## src/rtl/caravel_mini_pkg.sv

```systemverilog
// Shared definitions for the project select controller: FSM states,
// status register bit positions and the default register address.
package caravel_mini_pkg;

    // Controller phases: strap sampling, project reset window, normal running.
    typedef enum logic [1:0] {
        BOOT = 2'd0,
        HOLD = 2'd1,
        RUN  = 2'd2
    } state_t;

    localparam int          BUSY_BIT            = 16;
    localparam int          ERR_BIT             = 17;
    localparam logic [31:0] DEFAULT_CFG_ADDRESS = 32'h300F_FFFC;

    // BOOT lasts this many cycles: two to fill the strap synchronizer, one to load.
    localparam int          BOOT_CYCLES         = 3;

endpackage

```

## src/rtl/project_select_ctrl_if.sv

```systemverilog
// Wishbone classic slave bundle between the management SoC and the select controller.
interface project_select_ctrl_if;

    logic        wbs_stb_i;
    logic        wbs_cyc_i;
    logic        wbs_we_i;
    logic [3:0]  wbs_sel_i;
    logic [31:0] wbs_dat_i;
    logic [31:0] wbs_adr_i;
    logic        wbs_ack_o;
    logic [31:0] wbs_dat_o;

    modport slave (
        input  wbs_stb_i, wbs_cyc_i, wbs_we_i, wbs_sel_i, wbs_dat_i, wbs_adr_i,
        output wbs_ack_o, wbs_dat_o
    );

    modport master (
        output wbs_stb_i, wbs_cyc_i, wbs_we_i, wbs_sel_i, wbs_dat_i, wbs_adr_i,
        input  wbs_ack_o, wbs_dat_o
    );

endinterface

```

## src/rtl/sync_2ff.sv

```systemverilog
// Two-flop synchronizer for quasi-static asynchronous inputs (IO straps).
module sync_2ff #(
    parameter int WIDTH = 1
) (
    input  logic             i_clk,
    input  logic             i_rst_n,
    input  logic [WIDTH-1:0] i_d,
    output logic [WIDTH-1:0] o_q
);

    logic [WIDTH-1:0] r_meta;
    logic [WIDTH-1:0] r_sync;

    // Shift the pad value through two flops so metastability settles before use.
    // NOTE: sequential state is always assigned with <= so every flop samples pre-edge values.
    always_ff @(posedge i_clk or negedge i_rst_n) begin
        if (!i_rst_n) begin
            r_meta <= '0;
            r_sync <= '0;
        end else begin
            r_meta <= i_d;
            r_sync <= r_meta;
        end
    end

    assign o_q = r_sync;

endmodule

```

## src/rtl/project_select_ctrl.sv

```systemverilog
// Project select controller: boots the select from strap pins, exposes it as a
// Wishbone register, and sequences every switch as reset-hold / change / release / IRQ.
module project_select_ctrl
    import caravel_mini_pkg::*;
#(
    parameter logic [31:0] CFG_ADDRESS   = DEFAULT_CFG_ADDRESS,
    parameter int          USER_PROJECTS = 4,
    parameter int          CFG_BITS      = $clog2(USER_PROJECTS),
    parameter int          RST_CYCLES    = 16
) (
    input  logic                     wb_clk_i,
    input  logic                     wb_rst_ni,
    project_select_ctrl_if.slave     wb,
    input  logic [CFG_BITS-1:0]      strap_i,
    output logic [CFG_BITS-1:0]      cfg_sel_o,
    output logic [USER_PROJECTS-1:0] proj_rst_no,
    output logic                     cfg_irq_o
);

    localparam int                  CNT_W     = $clog2(RST_CYCLES + 1);
    localparam logic [CNT_W-1:0]    CNT_LAST  = CNT_W'(RST_CYCLES - 1);
    localparam logic [1:0]          BOOT_LAST = 2'(BOOT_CYCLES - 1);
    localparam logic [CFG_BITS:0]   PROJ_EXT  = (CFG_BITS + 1)'(USER_PROJECTS);
    localparam logic [CFG_BITS-1:0] LAST_SEL  = CFG_BITS'(USER_PROJECTS - 1);

    state_t              r_state;
    state_t              w_next_state;
    logic [CNT_W-1:0]    r_cnt;
    logic [1:0]          r_boot_cnt;
    logic [CFG_BITS-1:0] r_sel;
    logic                r_err;
    logic                r_irq;
    logic                r_switched;
    logic                r_ack;
    logic [31:0]         r_dat;
    logic                r_served;

    logic [CFG_BITS-1:0] w_strap_sync;
    logic [CFG_BITS-1:0] w_strap_clamped;
    logic [CFG_BITS-1:0] w_wr_val;
    logic                w_in_range;
    logic                w_boot_done;
    logic                w_hold_done;
    logic                w_busy;
    logic                w_hit;
    logic                w_req;
    logic                w_wr;
    logic                w_accept;
    logic                w_reject;
    logic                w_err_clr;
    logic [31:0]         w_rd_val;
    logic                w_unused;

    sync_2ff #(
        .WIDTH (CFG_BITS)
    ) u_strap_sync (
        .i_clk   (wb_clk_i),
        .i_rst_n (wb_rst_ni),
        .i_d     (strap_i),
        .o_q     (w_strap_sync)
    );

    // Out-of-range strap values boot the highest-numbered project.
    assign w_strap_clamped = ({1'b0, w_strap_sync} < PROJ_EXT) ? w_strap_sync : LAST_SEL;

    // One acknowledge per strobe assertion; a held strobe is not answered twice.
    assign w_hit     = wb.wbs_cyc_i && wb.wbs_stb_i && (wb.wbs_adr_i == CFG_ADDRESS);
    assign w_req     = w_hit && !r_served;
    assign w_wr      = w_req && wb.wbs_we_i;
    assign w_wr_val  = wb.wbs_dat_i[CFG_BITS-1:0];
    assign w_in_range = ({1'b0, w_wr_val} < PROJ_EXT);

    // Lane 0 carries the select; writes with it disabled leave select and error alone.
    assign w_accept  = w_wr && wb.wbs_sel_i[0] && (r_state == RUN) && w_in_range
                       && (w_wr_val != r_sel);
    assign w_reject  = w_wr && wb.wbs_sel_i[0] && ((r_state != RUN) || !w_in_range);
    assign w_err_clr = w_wr && wb.wbs_sel_i[2] && wb.wbs_dat_i[ERR_BIT];

    assign w_boot_done = (r_state == BOOT) && (r_boot_cnt == BOOT_LAST);
    assign w_hold_done = (r_state == HOLD) && (r_cnt == CNT_LAST);

    // Only part of the data word and byte enables are meaningful to this register.
    assign w_unused = ^{wb.wbs_dat_i, wb.wbs_sel_i};

    // State register.
    always_ff @(posedge wb_clk_i or negedge wb_rst_ni) begin
        if (!wb_rst_ni) begin
            r_state <= BOOT;
        end else begin
            r_state <= w_next_state;
        end
    end

    // Next-state logic.
    // NOTE: every signal assigned in always_comb gets a default first so no latch is inferred.
    always_comb begin
        w_next_state = r_state;
        case (r_state)
            BOOT:    if (w_boot_done) w_next_state = HOLD;
            HOLD:    if (w_hold_done) w_next_state = RUN;
            RUN:     if (w_accept)    w_next_state = HOLD;
            default: w_next_state = BOOT;
        endcase
    end

    // FSM outputs: projects are held in reset everywhere except RUN.
    always_comb begin
        w_busy      = 1'b1;
        proj_rst_no = '0;
        if (r_state == RUN) begin
            w_busy      = 1'b0;
            proj_rst_no = '1;
        end
    end

    // Boot and reset-window counters; the window counter restarts on every HOLD entry.
    always_ff @(posedge wb_clk_i or negedge wb_rst_ni) begin
        if (!wb_rst_ni) begin
            r_boot_cnt <= '0;
            r_cnt      <= '0;
        end else begin
            r_boot_cnt <= (r_state == BOOT && !w_boot_done) ? r_boot_cnt + 2'd1 : 2'd0;
            r_cnt      <= (r_state == HOLD && !w_hold_done) ? r_cnt + CNT_W'(1) : '0;
        end
    end

    // Select, sticky error and switch-complete interrupt.
    always_ff @(posedge wb_clk_i or negedge wb_rst_ni) begin
        if (!wb_rst_ni) begin
            r_sel      <= '0;
            r_err      <= 1'b0;
            r_irq      <= 1'b0;
            r_switched <= 1'b0;
        end else begin
            if (w_boot_done) begin
                r_sel <= w_strap_clamped;
            end else if (w_accept) begin
                r_sel <= w_wr_val;
            end
            // A rejection in the same write wins over a clear so it is never lost.
            if (w_reject) begin
                r_err <= 1'b1;
            end else if (w_err_clr) begin
                r_err <= 1'b0;
            end
            // The boot-time HOLD is not a switch, so it raises no interrupt.
            if (w_accept) begin
                r_switched <= 1'b1;
            end
            r_irq <= w_hold_done && r_switched;
        end
    end

    // Status word as seen by a read.
    always_comb begin
        w_rd_val                 = '0;
        w_rd_val[CFG_BITS-1:0]   = r_sel;
        w_rd_val[BUSY_BIT]       = w_busy;
        w_rd_val[ERR_BIT]        = r_err;
    end

    // Registered Wishbone response; read data is zero outside the ack cycle.
    always_ff @(posedge wb_clk_i or negedge wb_rst_ni) begin
        if (!wb_rst_ni) begin
            r_ack    <= 1'b0;
            r_dat    <= '0;
            r_served <= 1'b0;
        end else begin
            r_ack    <= w_req;
            r_dat    <= w_req ? w_rd_val : 32'd0;
            r_served <= w_req || (r_served && wb.wbs_cyc_i && wb.wbs_stb_i);
        end
    end

    assign wb.wbs_ack_o = r_ack;
    assign wb.wbs_dat_o = r_dat;
    assign cfg_sel_o    = r_sel;
    assign cfg_irq_o    = r_irq;

endmodule

```

## src/flat_wrapper.sv

```systemverilog
// flat-port wrapper written by rule: the top's interface ports become plain ports
module project_select_ctrl_flat import caravel_mini_pkg::*;
#(
    parameter logic [31:0] CFG_ADDRESS   = DEFAULT_CFG_ADDRESS,
    parameter int          USER_PROJECTS = 4,
    parameter int          CFG_BITS      = $clog2(USER_PROJECTS),
    parameter int          RST_CYCLES    = 16
)
  (wb_clk_i, wb_rst_ni, strap_i, cfg_sel_o, proj_rst_no, cfg_irq_o, wb_wbs_stb_i, wb_wbs_cyc_i, wb_wbs_we_i, wb_wbs_sel_i, wb_wbs_dat_i, wb_wbs_adr_i, wb_wbs_ack_o, wb_wbs_dat_o);
  project_select_ctrl_if wb_i ();
  input  logic wb_clk_i;
  input  logic wb_rst_ni;
  input  logic [CFG_BITS-1:0] strap_i;
  output logic [CFG_BITS-1:0] cfg_sel_o;
  output logic [USER_PROJECTS-1:0] proj_rst_no;
  output logic cfg_irq_o;
  input wire logic [$bits(wb_i.wbs_stb_i)-1:0] wb_wbs_stb_i;
  input wire logic [$bits(wb_i.wbs_cyc_i)-1:0] wb_wbs_cyc_i;
  input wire logic [$bits(wb_i.wbs_we_i)-1:0] wb_wbs_we_i;
  input wire logic [$bits(wb_i.wbs_sel_i)-1:0] wb_wbs_sel_i;
  input wire logic [$bits(wb_i.wbs_dat_i)-1:0] wb_wbs_dat_i;
  input wire logic [$bits(wb_i.wbs_adr_i)-1:0] wb_wbs_adr_i;
  output wire logic [$bits(wb_i.wbs_ack_o)-1:0] wb_wbs_ack_o;
  output wire logic [$bits(wb_i.wbs_dat_o)-1:0] wb_wbs_dat_o;
  assign wb_i.wbs_stb_i = wb_wbs_stb_i;
  assign wb_i.wbs_cyc_i = wb_wbs_cyc_i;
  assign wb_i.wbs_we_i = wb_wbs_we_i;
  assign wb_i.wbs_sel_i = wb_wbs_sel_i;
  assign wb_i.wbs_dat_i = wb_wbs_dat_i;
  assign wb_i.wbs_adr_i = wb_wbs_adr_i;
  assign wb_wbs_ack_o = wb_i.wbs_ack_o;
  assign wb_wbs_dat_o = wb_i.wbs_dat_o;
  project_select_ctrl #(.CFG_ADDRESS(CFG_ADDRESS), .USER_PROJECTS(USER_PROJECTS), .CFG_BITS(CFG_BITS), .RST_CYCLES(RST_CYCLES)) u_core (.wb_clk_i(wb_clk_i), .wb_rst_ni(wb_rst_ni), .wb(wb_i), .strap_i(strap_i), .cfg_sel_o(cfg_sel_o), .proj_rst_no(proj_rst_no), .cfg_irq_o(cfg_irq_o));
endmodule
```

## config.mk

```make
export PLATFORM = sky130hd
export DESIGN_NAME = project_select_ctrl_flat
export DESIGN_NICKNAME = d
export VERILOG_FILES = /design/src/rtl/caravel_mini_pkg.sv /design/src/rtl/project_select_ctrl_if.sv /design/src/rtl/sync_2ff.sv /design/src/rtl/project_select_ctrl.sv /design/src/flat_wrapper.sv
export SDC_FILE = /design/constraint.sdc
export NUM_CORES = 1
export LEC_CHECK = 0
export ABC_AREA = 1
export CAP_MARGIN = 40
export CORE_MARGIN = 3
export CORE_UTILIZATION = 40
export DETAILED_ROUTE_END_ITERATION = 10
export DONT_BUFFER_PORTS = 1
export GPL_TIMING_DRIVEN = 1
export PLACE_DENSITY = 0.52
export SYNTH_ARGS = -nofsm -noshare
export SYNTH_HDL_FRONTEND = slang
export SYNTH_SLANG_ARGS = --single-unit
```

## constraint.sdc

```tcl
create_clock -name wb_clk_i -period 2 [get_ports wb_clk_i]
set_clock_uncertainty 0.1 [all_clocks]
set_input_delay 0.4 -clock wb_clk_i [delete_from_list [all_inputs] [get_ports wb_clk_i]]
set_output_delay 0.4 -clock wb_clk_i [all_outputs]
set_load 0.02 [all_outputs]
```

* Word level (Yosys, flattened, before mapping) *
Cells that the tools add are included.
Widths: inputs -> output; s select.

cells by class
  add/sub/neg operators = 2
  equality and inequality tests = 10
  muxes and demuxes = 13
  reduce and logical (&&, ||, !) cells = 25

operators with widths
  kind                  count
  $eq 32x30->1 const B  1
  $mux 18               1
  $logic_and 1x1->1     17
  $mux 2                6
  $ne 2x1->1 const B    3
  $pmux 2 s3            1
  $add 5x1->5 const B   1
  $eq 5x4->1 const B    1
  $mux 5                1
  $eq 2x2->1 const B    2
  $mux 4                1
  $reduce_bool 2->1     2
  $logic_not 1->1       3
  $mux 1                3
  $reduce_and 3->1      1
  $add 2x1->2 const B   1
  $eq 2x1->1 const B    1
  $logic_not 2->1       1
  $ne 2x2->1            1
  $ne 2x2->1 const B    1
  $logic_or 1x1->1      1

storage, ports and cells
  register bits = 52
  output and inout port bits = 40
  logic and storage cells = 62

* Longest topological paths before layout *
Gate-level depths: netlist (run 1).

  word-level depth = 9
  depth in mapped cells = 10
  depth with buffers taken out = 10

* Cells and area by module *
From an unflattened synthesis (run 1), not the netlist that was laid out.

second synthesis, totals
  cells, all modules = 157
  area total of the unflattened synthesis = 1337.5 um^2

modules (own cells, without submodules)
  module               times used  cells an instance  area an instance (um^2)  sequential area each (um^2)
  project_select_ctrl  1           153                1237.4                   500.5
  sync_2ff             1           4                  100.1                    100.1

* Least setup slack after synthesis (run 1) *
No wires, ideal clock.

  path type = reg2reg
  start point = register u_core.r_cnt[0]
  end point = register u_core.r_cnt[2]
  setup time = 89 ps
  data arrival time = 1266 ps
  required time = 1811 ps
  path slack = 545 ps
  stages on the path, launching flop included = 7
  path buffers = 0
  clock period less this slack = 1455 ps
  cell sequence = dfrtp_1 > ha_1 > nand2_1 > nor2_1 > ha_1 > nand3b_1 > nor3b_1

on the way
  cells in the longest elaborated chain, start to end = 5

RTL lines
  element                                              RTL line                    source
  start: declaration                                   project_select_ctrl.sv:28   logic [CNT_W-1:0] r_cnt;
  start signal: assignment                             project_select_ctrl.sv:123  r_cnt <= (r_state == HOLD && !w_hold_done) ? r_cnt + CNT_W'(1) : '0;
  branches (longest 4 deep; another with $add 5x1->5)  --
  $mux 5 *                                             project_select_ctrl.sv:123

Mark *: on every way between the ends.
A chain may end at the register's enable or synchronous reset.

* Final worst setup path (run 1) *
  start point = register u_core.r_state[0]
  end point = output port proj_rst_no[0]

on the way
  cells in the longest elaborated chain, start to end = 2

RTL lines
  element                   RTL line                    source
  start: declaration        project_select_ctrl.sv:26   state_t r_state;
  start signal: assignment  project_select_ctrl.sv:90   r_state <= w_next_state;
  $eq 2x2->1                project_select_ctrl.sv:110  if (r_state == RUN) begin
  $mux 4                    project_select_ctrl.sv:110
  end: declaration          flat_wrapper.sv:15          output logic [USER_PROJECTS-1:0] proj_rst_no;

Every way passes these cells.

==> results.md, run 1 <==
* Gr usage total at 0.0980
* Crit path launch type: register
* Post-Synth Simple-Gate Area at 0.258
* Number of enable flip-flop cells after synthesis at 0
* Skew-Pair Late Insertion Delay at between 0.3 and 0.4 ns
* P_leak at between 0.7 and 0.8 nW
* Initial antenna violation count at 0
* Critical Path AT at between 1 and 1.5 ns
* Detailed Place HPWL at 1750 um
* Post-CTS Setup Inserts at 0
* Final hold viol count at 0
* CP top delay family: flip-flops
* Top cell type's share of synthesized area at 0.449
* CP bufs+invs at 1
* Io pins at between 100 and 150
* Max incr delay on CP at around 0.46 ns
* Routed len/inst at approximately 10 um
* H-Tree Depth at 1
* Fmax at 0.599 GHz
* Fin crit period at about 1.7 ns
* Rel. slew slack at 0.605
* CTS Buffer Depth at 2
* Slowest cell on the critical path: dfrtp_1
* FF+latch count, synth at 24
* Root Driver: clkbuf_4
* DR iter-0 viols at 22
* Congestion Overflow GR at 0
* TNS Setup at 0 ns
* Clock share of power at 0.295
* Net Sw Frac at 0.253
* Slew Viols, Final at 0
* Top FF cell, synth: dfrtp_1
* Final setup violation count at 0
* Pin count of the biggest net entering global routing at 25
* DR vias at 866
* NetSw at roughly 0.21 mW
* Drt pass-1 iters at 6
* Placed cell areas at about 1300 um2
* Largest family of logic cells by synthesized area: simple AND/OR/NAND/NOR gates
* Critical path depth at 2
* GP Congestion at between 0.6 and 0.7
* Sequential area share after synthesis at 0.449
* Antenna diode count at 0
* CP Data Required Time at about 1.5 ns
* Min-Delay Path Class: in -> reg
* RSZ-0062 raised after global routing: no
* Die height at 63.8 um
* Area contributors post-synth: dfrtp_1, buf_4, nand2_1
* Adder-Cell Fraction of Synth Area at 0.0281
* Pwr per Cell Area at 616 nW/um2
* Crit path kind: reg -> out
* Cell Chain, Critical Path: nor2_4 > buf_4
* Compound-cell area share of the yosys netlist at 0.0122
* Status: complete, no violations
* Synthesis warning total at 0
* Final net count at 241
* Post-synth top cells: nand2_1, buf_4, dfrtp_1
* Synthesized instance count at between 150 and 200
* Most frequent cell after synthesis: nand2_1
* Post-synthesis cell area at approximately 1300 um2
* Final Cycle Share at 0.835
* Detail Route Antenna Nets at 0
* Synth async-reset ratio at 1.00
* Die ar. at between 4000 and 5000 um2
* XOR/XNOR Fraction of Synth Area at 0.0196
* Flop pwr share at 0.598
* Path depth of the worst reg2reg path at 6
* Final WL at just over 2000 um
* Int Pwr at 0.621 mW
* Max Fanout on Critical Path at 7
* Gate power share at 0.106
* Layout cells sized above 1 at 0.105
* Avg Cell Area, Syn at 8.52 um2
* Largest area contributor in the netlist: dfrtp_1
* Mux cell area share after synthesis at 0
* Initial Util at 0.428
* First-pass GRT wire length at about 3100 um
* Layout area overhead at 0.935%
* Slew at the pin with the worst max-slew slack at ~0.6 ns
* Synth unique cells at 23
* Max cap viols at 0
* Reg clk slew, reported paths at roughly 0.12 ns
* Final instance area at roughly 1400 um2
* Remaining DRCs at 0
* I/O Buffers at 0
* Row cnt at 20
* CTS sink cnt at 24
* Crit end category: primary output
* Vias/cell at about 4.2
* Core ar. at between 3000 and 4000 um2
* Number of buffers created by CTS at 3
* Die Span X at 63.8 um
* Peak VDD IR at 0.000308 V
* Vias in the first global route at about 800
* CTS tree: yes
* WHS Path Cells at 2
-- layout by cell type, fill, tap and decap left out, types with 4 or more instances in the layout --
master and count:
inv_2 4, dfrtp_1 24, conb_1 28, nand2_1 32
nor2_1 20, inv_1 16, nand3_1 7
-- cells by family after synthesis --
group	count (synthesis)
adder cells (fa/ha/maj)	3
buffers and inverters	51
other	1
XOR/XNOR	3
AO/OA/AOI/OAI	2
AND/OR/NAND/NOR	73
flip-flops	24
-- layout make-up --
| class | instances | area, um2 |
|---|---|---|
| Clock buffer | 4 | 36.3 |
| Fill cell | 329 | 1780 |
| Inverter | 20 | 75.1 |
| Multi-Input combinational cell | 109 | 531 |
| Sequential cell | 24 | 601 |
| Tap cell | 44 | 55.1 |
| Timing Repair Buffer | 5 | 52.6 |
-- stage by stage --
step	util	instances	worst slack, ns	hold WS [ns]	total power, mW
after floorplan	-	184	0.545	0.00441	0.617
after global placement	0.406	198	0.439	0.00512	0.577
after detailed placement	0.406	198	0.364	0.00493	0.579
after CTS	0.427	205	0.310	0.119	0.843
after global routing	0.432	206	0.221	0.128	0.875
final	0.432	206	0.331	0.126	0.832
-- flip-flops by register name, indices dropped and copies added (netlist names) --
name / flops
u_core.cfg_irq_o: 1
u_core.cfg_sel_o: 2
u_core.r_state: 2
u_core.r_boot_cnt: 2
u_core.u_strap_sync.o_q: 2
u_core.wb.wbs_dat_o: 4
u_core.u_strap_sync.r_meta: 2
u_core.r_switched: 1
u_core.r_cnt: 5
u_core.r_err: 1
u_core.r_served: 1
u_core.wb.wbs_ack_o: 1
-- worst reg2reg max path, delay by kind of cell (launching register included) --
kind                       cells  cell delay (ns)
DFF                            1             0.42
and+or+nand+nor                4             0.65
adders and majority gates      2             0.40
-- metal layers --
layer | global-route usage | vias to the layer above | wire [um]
met5 | 0 | - | 0
met4 | 0.0323 | 0 | 19
met3 | 0.0492 | 2 | 256
met2 | 0.178 | 47 | 1050
met1 | 0.0947 | 389 | 702
li1 | - | 428 | -
-- what timing repair did --
| item | 4_1_cts | 5_1_grt |
|---|---|---|
| hold buffers | 3 | 0 |
| hold endpoints to repair | 26 | 0 |
| setup endpoints to repair | 0 | 0 |
| gates resized for setup | 0 | 0 |
-- path summary, 6_finish.rpt --
kind	from	to	slack [ns]
setup / recovery	u_core.r_state[0]	proj_rst_no[0]	0.33
hold / removal	wb_wbs_sel_i[0]	u_core.r_err	0.13
setup reg to reg	u_core.r_cnt[0]	u_core.r_cnt[2]	0.36
hold reg to reg	u_core.u_strap_sync.r_meta[1]	u_core.u_strap_sync.o_q[1]	0.26
max in group asynchronous	wb_rst_ni	u_core.u_strap_sync.o_q[0]	0.90
min in group asynchronous	wb_rst_ni	u_core.cfg_irq_o	0.41
-- power groups by stage --
stage,clock [mW],combinational [mW],sequential [mW]
CTS,0.259,0.0853,0.498
detailed placement,0,0.0712,0.507
floorplan,0,0.110,0.506
global placement,0,0.0699,0.507
global route,0.278,0.0985,0.498
finish,0.246,0.0885,0.497
Note: power is estimated with default switching activity, not from simulation.
==> run 2: changes to the inputs <==
- PLACE_DENSITY: 0.52 -> 0.54
- clock period: 2 -> 1.5 ns (I/O delays scaled with it)
==> results.md, run 2 (synthesized netlist as in run 1, its figures left out) <==
* Vias/cell at 4.28 (+1.8%)
* Pwr per Cell Area at 737 nW/um2 (+20%)
* Fill cells at 315 (-4.3%)
* CP Data Required Time at 1.61 ns (+0.11 ns)
* Min-Delay Path Class: in -> reg
* GP Congestion at 0.716 (+5.6%)
* RSZ-0062 raised after global routing: yes
* CP dominant cell by count: ha_2
* Final setup violation count at 5 (+5)
* Root Driver: clkbuf_4
* P_leak at 0.791 nW (+11%)
* CP top delay family: flip-flops
* Crit path launch type: register
* Final instance area at 1530 um2 (+13%)
* Placed cell areas at 1310 um2 (+3.0%)
* Hold slack at 0.0208 ns (-0.105 ns)
* CTS Buffer Depth at 2 (unchanged)
* I/O Buffers at 0 (unchanged)
* Remaining DRCs at 0 (unchanged)
* Violated checks: negative setup slack
* Max cap viols at 0 (unchanged)
* Critical Path AT at 1.64 ns (+0.47 ns)
* Worst setup margin at -0.0246 ns (-0.355 ns)
* Final WL at 2350 um (+16%)
* Reg area at 602 um2 (+0.21%)
* Core ar. at 3130 um2 (unchanged)
* Detailed Place HPWL at 1800 um (+3.0%)
* Vias in the first global route at 854 (+8.9%)
* Initial Util at 0.428 (unchanged)
* Antenna diode count at 0 (unchanged)
* Congestion Overflow GR at 0 (unchanged)
* Skew-Pair Late Insertion Delay at 0.31 ns (about the same)
* Reg clk slew, reported paths at 0.13 ns (about the same)
* Post-route core utilization at 0.490 (+0.0580)
* First-pass GRT wire length at 3620 um (+15%)
* H-Tree Depth at 1 (unchanged)
* Crit path kind: reg -> reg
* Gr usage total at 0.113 (+0.0149)
* Initial antenna violation count at 0 (unchanged)
* Layout cells sized above 1 at 0.251 (+0.146)
* Final net count at 254 (+5.4%)
* Routed len/inst at 10.7 um (+9.1%)
* Die height at 63.8 um (unchanged)
* Max Fanout on Critical Path at 3 (-4)
* Die Span X at 63.8 um (unchanged)
* Drt pass-1 iters at 3 (-3)
* Row cnt at 20 (unchanged)
* Area of the multi-input gates at 592 um2 (+12%)
* Max incr delay on CP at 0.39 ns (-0.07 ns)
* Detail Route Antenna Nets at 0 (unchanged)
* DR iter-0 viols at 30 (+36%)
* Most frequent cells in the layout: nand2_1, conb_1, dfrtp_1, nor2_1, inv_1
* Max reg flops at 5 (unchanged)
* Crit end category: register
* Cell Chain, Critical Path: ha_2 > nand2_2 > nor2_2 > ha_2 > nand3b_1 > buf_4 > nand3_2
* Final hold viol count at 0 (unchanged)
* Io pins at 115 (unchanged)
* Largest register by flop count: u_core.r_cnt
* TNS Setup at -0.0463 ns (-0.0463 ns)
* Fmax at about 0.66 GHz
* Fin crit period at approximately 1.5 ns
* Number of buffers created by CTS at 3 (unchanged)
* Layout area overhead at 14.5%
* Final Cycle Share at 1.02
* DR vias at 937 (+8.2%)
* Status: finished with violations
* Slowest cell on the critical path: dfrtp_1
* CP bufs+invs at 1 (unchanged)
* Total Power at 1.13 mW (+36%)
* Pin count of the biggest net entering global routing at 25 (unchanged)
* Peak VDD IR at 0.000468 V (+52%)
* CTS tree: yes
* Die ar. at 4070 um2 (unchanged)
* CTS sink cnt at 24 (unchanged)
* Slew Viols, Final at 0 (unchanged)
* Commonest non-fill, non-tap cell in the layout: nand2_1
run 2: changes by cell type in the layout (fill, tap and decap cells not counted), moves of 2 or more:
cell / previous run / this run
nor2_4: 2 / 5
buf_12: 0 / 2
nor2_2: 1 / 3
nor3_1: 3 / 1
buf_4: 1 / 12
ha_1: 3 / 1
ha_2: 0 / 2
nor2_1: 20 / 15
run 2: per-stage QoR:
stage | setup WS [ns] | std cells
after CTS | 0.00176 | 216
after global routing | -0.108 | 219
final | -0.0246 | 219
after global placement | -0.0299 | 203
after detailed placement | -0.129 | 203
after floorplan | 0.0449 | 184
run 2: routing by layer:
| metal | vias up | wire (um) | GRT usage |
|---|---|---|---|
| met5 | - | 0 | 0 |
| met1 | 429 | 833 | 0.119 |
| met2 | 48 | 1280 | 0.210 |
| met4 | 0 | 33 | 0.0323 |
| li1 | 455 | - | - |
| met3 | 5 | 204 | 0.0369 |
run 2: final timing paths:
path,from,endpoint,slack [ns],depth (start not counted)
worst max-delay path,u_core.r_cnt[1],u_core.r_state[0],-0.02,7
worst min-delay path,wb_wbs_sel_i[0],u_core.r_err,0.02,2
worst max register to register,u_core.r_cnt[1],u_core.r_state[0],-0.02,7
worst min register to register,u_core.u_strap_sync.r_meta[0],u_core.u_strap_sync.o_q[0],0.26,0
max in group asynchronous,wb_rst_ni,u_core.r_state[0],0.84,2
min in group asynchronous,wb_rst_ni,u_core.wb.wbs_dat_o[17],0.31,2
run 2: cell type report:
cell class	count	share of cell area
Multi-Input combinational cell	109	0.386
Clock buffer	4	0.0237
Tap cell	44	0.0359
Timing Repair Buffer	18	0.112
Inverter	20	0.0490
Sequential cell	24	0.393
run 2: where the power goes:
part	switching, mW	internal, mW	total (mW)	leakage, nW
combinational	0.101	0.0307	0.131	0.460
sequential	0.00291	0.655	0.658	0.309
clock	0.191	0.148	0.340	0.0210
total	0.295	0.834	1.13	0.791
run 2: repair_timing:
item	CTS	global route
endpoints found under the hold margin	26	0
setup buffers	5	3
cloned	0	0
setup endpoints to repair	10	13
pin swaps	3	5
hold buffers	4	0
gates resized for setup	7	15
run 2: worst register-to-register path: cells and delay by family, from the launching register on:
family,cells,cell delay [ns]
buffers and inverters,1,0.16
DFF,1,0.39
adders and majority gates,2,0.37
and+or+nand+nor,4,0.39
